File: src/rtl/tpu_wb_master.sv
// Wishbone classic host for the edu TPU slave window: streams weights and inputs
// to BASE_ADDRESS, then reads results back onto a valid/ready output stream.
module tpu_wb_master #(
  parameter logic [31:0] BASE_ADDRESS = 32'h3000_0000,
  parameter int unsigned N_WEIGHT     = 4,
  parameter int unsigned N_INPUT      = 6,
  parameter int unsigned N_RESULT     = 5,
  parameter int unsigned TIMEOUT      = 255
) (
  input  logic        clk,
  input  logic        rst,
  input  logic        start,
  output logic        busy,
  output logic        done,
  output logic        error,
  input  logic        s_valid,
  input  logic [31:0] s_data,
  output logic        s_ready,
  output logic        r_valid,
  output logic [31:0] r_data,
  input  logic        r_ready,
  output logic        wb_cyc_o,
  output logic        wb_stb_o,
  output logic        wb_we_o,
  output logic [3:0]  wb_sel_o,
  output logic [31:0] wb_adr_o,
  output logic [31:0] wb_dat_o,
  input  logic [31:0] wb_dat_i,
  input  logic        wb_ack_i
);

  typedef enum logic [2:0] {
    S_IDLE, S_FETCH, S_WRITE, S_READ, S_PUSH, S_DONE, S_ERR
  } state_t;

  localparam logic [7:0] LAST_W = 8'(N_WEIGHT + N_INPUT - 1);
  localparam logic [7:0] LAST_R = 8'(N_RESULT - 1);
  localparam logic [7:0] TMO    = 8'(TIMEOUT);

  state_t      state, state_d;
  logic [7:0]  wcnt, wcnt_d, rcnt, rcnt_d, tcnt, tcnt_d;
  logic        cyc_d, stb_d, we_d, s_ready_d, r_valid_d, done_d, error_d, busy_d;
  logic [31:0] dat_d, r_data_d;

  assign wb_adr_o = BASE_ADDRESS;
  assign wb_sel_o = 4'hF;

  always_ff @(posedge clk) begin
    if (rst) begin
      state    <= S_IDLE;
      wcnt     <= '0;
      rcnt     <= '0;
      tcnt     <= '0;
      wb_cyc_o <= 1'b0;
      wb_stb_o <= 1'b0;
      wb_we_o  <= 1'b0;
      wb_dat_o <= '0;
      s_ready  <= 1'b0;
      r_valid  <= 1'b0;
      r_data   <= '0;
      done     <= 1'b0;
      error    <= 1'b0;
      busy     <= 1'b0;
    end else begin
      state    <= state_d;
      wcnt     <= wcnt_d;
      rcnt     <= rcnt_d;
      tcnt     <= tcnt_d;
      wb_cyc_o <= cyc_d;
      wb_stb_o <= stb_d;
      wb_we_o  <= we_d;
      wb_dat_o <= dat_d;
      s_ready  <= s_ready_d;
      r_valid  <= r_valid_d;
      r_data   <= r_data_d;
      done     <= done_d;
      error    <= error_d;
      busy     <= busy_d;
    end
  end

  // Outputs are computed as next-state values so every port comes from a flop.
  always_comb begin
    state_d   = state;
    wcnt_d    = wcnt;
    rcnt_d    = rcnt;
    tcnt_d    = tcnt;
    cyc_d     = wb_cyc_o;
    stb_d     = wb_stb_o;
    we_d      = wb_we_o;
    dat_d     = wb_dat_o;
    s_ready_d = s_ready;
    r_valid_d = r_valid;
    r_data_d  = r_data;
    done_d    = 1'b0;
    error_d   = error;
    case (state)
      S_IDLE, S_ERR: begin
        if (start) begin
          state_d   = S_FETCH;
          wcnt_d    = '0;
          rcnt_d    = '0;
          tcnt_d    = '0;
          error_d   = 1'b0;
          s_ready_d = 1'b1;
        end
      end
      S_FETCH: begin
        if (s_valid && s_ready) begin
          dat_d     = s_data;
          s_ready_d = 1'b0;
          cyc_d     = 1'b1;
          stb_d     = 1'b1;
          we_d      = 1'b1;
          tcnt_d    = '0;
          state_d   = S_WRITE;
        end
      end
      S_WRITE, S_READ: begin
        if (wb_stb_o) begin
          if (wb_ack_i) begin
            cyc_d = 1'b0;
            stb_d = 1'b0;
            we_d  = 1'b0;
            if (state == S_WRITE) begin
              wcnt_d = wcnt + 8'd1;
              if (wcnt == LAST_W) begin
                state_d = S_READ;
              end else begin
                state_d   = S_FETCH;
                s_ready_d = 1'b1;
              end
            end else begin
              r_data_d  = wb_dat_i;
              r_valid_d = 1'b1;
              state_d   = S_PUSH;
            end
          end else if (tcnt == TMO) begin
            cyc_d   = 1'b0;
            stb_d   = 1'b0;
            we_d    = 1'b0;
            error_d = 1'b1;
            state_d = S_ERR;
          end else begin
            tcnt_d = tcnt + 8'd1;
          end
        end else if (state == S_READ) begin
          // READ is entered with cyc low so each read is preceded by an idle bus cycle.
          cyc_d  = 1'b1;
          stb_d  = 1'b1;
          tcnt_d = '0;
        end
      end
      S_PUSH: begin
        if (r_valid && r_ready) begin
          r_valid_d = 1'b0;
          rcnt_d    = rcnt + 8'd1;
          if (rcnt == LAST_R) begin
            state_d = S_DONE;
            done_d  = 1'b1;
          end else begin
            state_d = S_READ;
          end
        end
      end
      S_DONE: state_d = S_IDLE;
      default: state_d = S_IDLE;
    endcase
    busy_d = (state_d != S_IDLE) && (state_d != S_ERR);
  end

endmodule
File: config.mk
export PLATFORM = sky130hd
export DESIGN_NAME = tpu_wb_master
export DESIGN_NICKNAME = d
export VERILOG_FILES = /design/src/rtl/tpu_wb_master.sv
export SDC_FILE = /design/constraint.sdc
export NUM_CORES = 1
export LEC_CHECK = 0
export ABC_AREA = 1
export CORE_MARGIN = 2
export CORE_UTILIZATION = 40
export DETAILED_ROUTE_END_ITERATION = 10
export PLACE_DENSITY_LB_ADDON = 0.15
export SLEW_MARGIN = 20
export SYNTH_ARGS = -nofsm -noshare
export SYNTH_HDL_FRONTEND = slang
export SYNTH_SLANG_ARGS = --single-unit
File: constraint.sdc
create_clock -name clk -period 1.5 [get_ports clk]
set_input_delay 0.15 -clock clk [delete_from_list [all_inputs] [get_ports clk]]
set_output_delay 0.15 -clock clk [all_outputs]
set_load 0.03 [all_outputs]
==> flow_summary.ini <==
[timing]
hold_ws_ns = 0.3918
setup_viol_count_final = 0
period_share_pct = 96.70
fin_crit_ns = 1.451
slew_violations = 0
setup_slack_ns = 0.04950
rsz0062_at_grt = yes
clock.fmax_mhz = 689.4
finalHoldViolCount = 0
fin_worst_skew_ns = 0.006126

[floorplanning]
num_rows = 38
coreArea_um2 = 10980
pin_count = 178
die_x_um = 110.6
start_util_pct = 41.40
dieArea_um2 = 12240
die_h_um = 110.6

[route]
wirelength_mm = 12.34
drtAntennaViolNets = 0
drc = 0
drt-pass1-iter-count = 4
top_layer_used = met4
vias = 4617
routed_via_density = 4.789
drtIter0Drc = 176
routed-wl-met3_mm = 1.042
wire_per_inst_um = 12.80
wl_met2_mm = 5.721
route.layer.met1.wl_mm = 5.309

[clocking]
clock_path_buffers = 2
cts_max_level = 3
clkTransAtPathRegs_ns = 0.07
cts_buffers = 9
cts_tree = yes
cts_root_buf = clkbuf_16
clkSinkCount = 99
clk_latency_ns = 0.34

[finish]
drive_above_1_share_pct = 14.20
n_antenna_cell = 0
final_cells = 964
areaGrowthSynthToFinish_pct = 46.73
nNetsFinal = 894

[logic_synthesis]
seq_area_frac_synth_pct = 43.59
synth.distinct_cells = 30
synthCells = 648
synth_seq_cells = 99
avgSynthCellArea_um2 = 7.017
synth_xor_area_share_pct = 0.5779
synth_top_family_by_area = simple AND/OR/NAND/NOR gates
syn_area_um2 = 4547
muxShareOfSynthArea_pct = 0
synth_top_area_share_pct = 43.59
yosysWarnings = 0
synth_compound_area_share_pct = 12.19
synth.area.top_cells = dfxtp_1 44%, nor2_1 15%, o21ai_0 7.3%
synth.largest_area_cell = dfxtp_1
synthAdderAreaFrac_pct = 1.376
synth_simple_gate_area_share_pct = 29.75

[setup_path]
r2r_end = tcnt[3]
cp-end-kind = output port
crit_required_ns = 1.35
critPathTopFamily = buffers and inverters
r2r_start = tcnt[1]
cp_slowest_cell = clkdlybuf4s50_1
path_cells = clkdlybuf4s50_1
slowest_delay_ns = 0.66
crit_buf_inv = 1
critPathKind = reg2out
r2r_slack_ns = 0.05
crit_fanout = 1
rr_worst_depth = 9
arrival_ns = 1.30
startpoint_type = register

[place]
dp_cells = 942
io_buffers = 141
dp_hpwl_mm = 8.958
gp_congestion = 0.8414
pre_cts_ws_ns = -0.1940

[power_and_ir_drop]
powerDensity_nw_per_um2 = 954.1
power.total_w = 0.006365
leakagePower_nw = 3.403
vdd_drop_max_uv = 653.9

[grt]
antenna_found_initial = 0
grt_max_degree = 55
grt_pass1_wl_mm = 20.44
grt_pass1_vias = 4463
grt.overflow.total = 0
track_usage_pct = 19.84

[worst_hold_path]
hold_path_class = in2reg
whs_path_depth = 3
hp-start = wb_dat_i[30]
min_to = r_data[30]

[run]
cap_violations = 0

[status]
status = complete, no violations
-- per-stage QoR --
stage          TNS (ns)  cell area (um^2)  util [%]
2_1_floorplan         0              4678         -
3_3_place_gp     -1.780              6215     56.58
3_5_place_dp     -2.383              6215     56.58
4_1_cts               0              6465     58.86
6_report              0              6671     60.74
5_1_grt         -0.1032              6671     60.74
-- cell usage after synthesis (all sizes together) --
master and instances:
nor2 185, o21ai 75, dfxtp 99, nor3b 4
inv 47, a31oi 1, a21oi 26, o21a 1
nor3 10, nand3 25, xor2 2, conb 2
buf 43, nand2 95, ha 5, nand4 5
o21bai 3, a31o 1, clkbuf 18, xnor2 1
-- what timing repair did --
action,in CTS,in global routing
buffers inserted,1,4
pin swaps,1,13
gates resized for setup,62,59
hold buffers,0,0
cloned,1,0
setup endpoints to repair,97,97
-- worst max path at each step --
stage	start	end	slack (ns)	cells past startpoint
final	done	done	0.05	1
after global routing	state[2]	tcnt[3]	-0.03	9
after floorplan	wb_stb_o	tcnt[1]	0.04	8
after global placement	wb_ack_i	wcnt[2]	-0.15	9
after CTS	r_data[10]	r_data[10]	0.0003	1
after detailed placement	wb_ack_i	wcnt[3]	-0.19	9
-- kinds of logic (layout without fill, tap and decap cells) --
family | Yosys count | in the layout
other | 2 | 36
xor gates and xnor gates | 3 | 3
adders and majority gates | 5 | 5
and+or+nand+nor | 324 | 325
DFF | 99 | 99
buffers and inverters | 108 | 249
AOI/OAI and AO/OA | 107 | 107
-- metal layers --
metal,up-vias,global-route usage [%]
met5,-,0
met4,0,8.250
met3,19,7.190
met2,136,32.52
met1,2141,23.52
li1,2321,-
-- area by class of cell --
class / count / area (um^2)
clock buffers: 13 / 260.3
clock inverters: 3 / 46.29
fillers: 1016 / 4312
inverters: 47 / 181.4
multi-input cells: 476 / 2246
flip-flops and latches: 99 / 2001
well taps: 140 / 175.2
repair buffers: 186 / 1762
-- power breakdown --
group | internal [W] | total (W) | leakage [nW] | switching, W
Sequential | 0.00272 | 0.00279 | 0.805 | 0.0000658
Clock | 0.00139 | 0.00236 | 0.146 | 0.000975
Combinational | 0.000495 | 0.00121 | 2.45 | 0.000719
-- cells in the final DEF, fill, tap and decap left out, drive strengths merged --
cell / instances
dfxtp: 99
nand3: 25
xnor2: 1
dlygate4sd2: 59
dlymetal6s2s: 12
conb: 36
clkbuf: 13
clkinv: 1
nor3b: 4
nor3: 10
ha: 5
bufinv: 1
a31oi: 1
nand4: 5
o21a: 1
a31o: 1
xor2: 2
o21ai: 75
clkdlybuf4s50: 70
inv: 47
nor2: 185
nand2: 96
clkinvlp: 1
o21bai: 3
buf: 45
a21oi: 26
-- registers in the layout, summed over array words and instances (netlist names) --
signal,flops
busy,1
done,1
error,1
r_data,32
r_valid,1
rcnt,8
s_ready,1
state,3
tcnt,8
wb_cyc_o,1
wb_dat_o,32
wb_stb_o,1
wb_we_o,1
wcnt,8
Power figures use the tool's default switching activity.
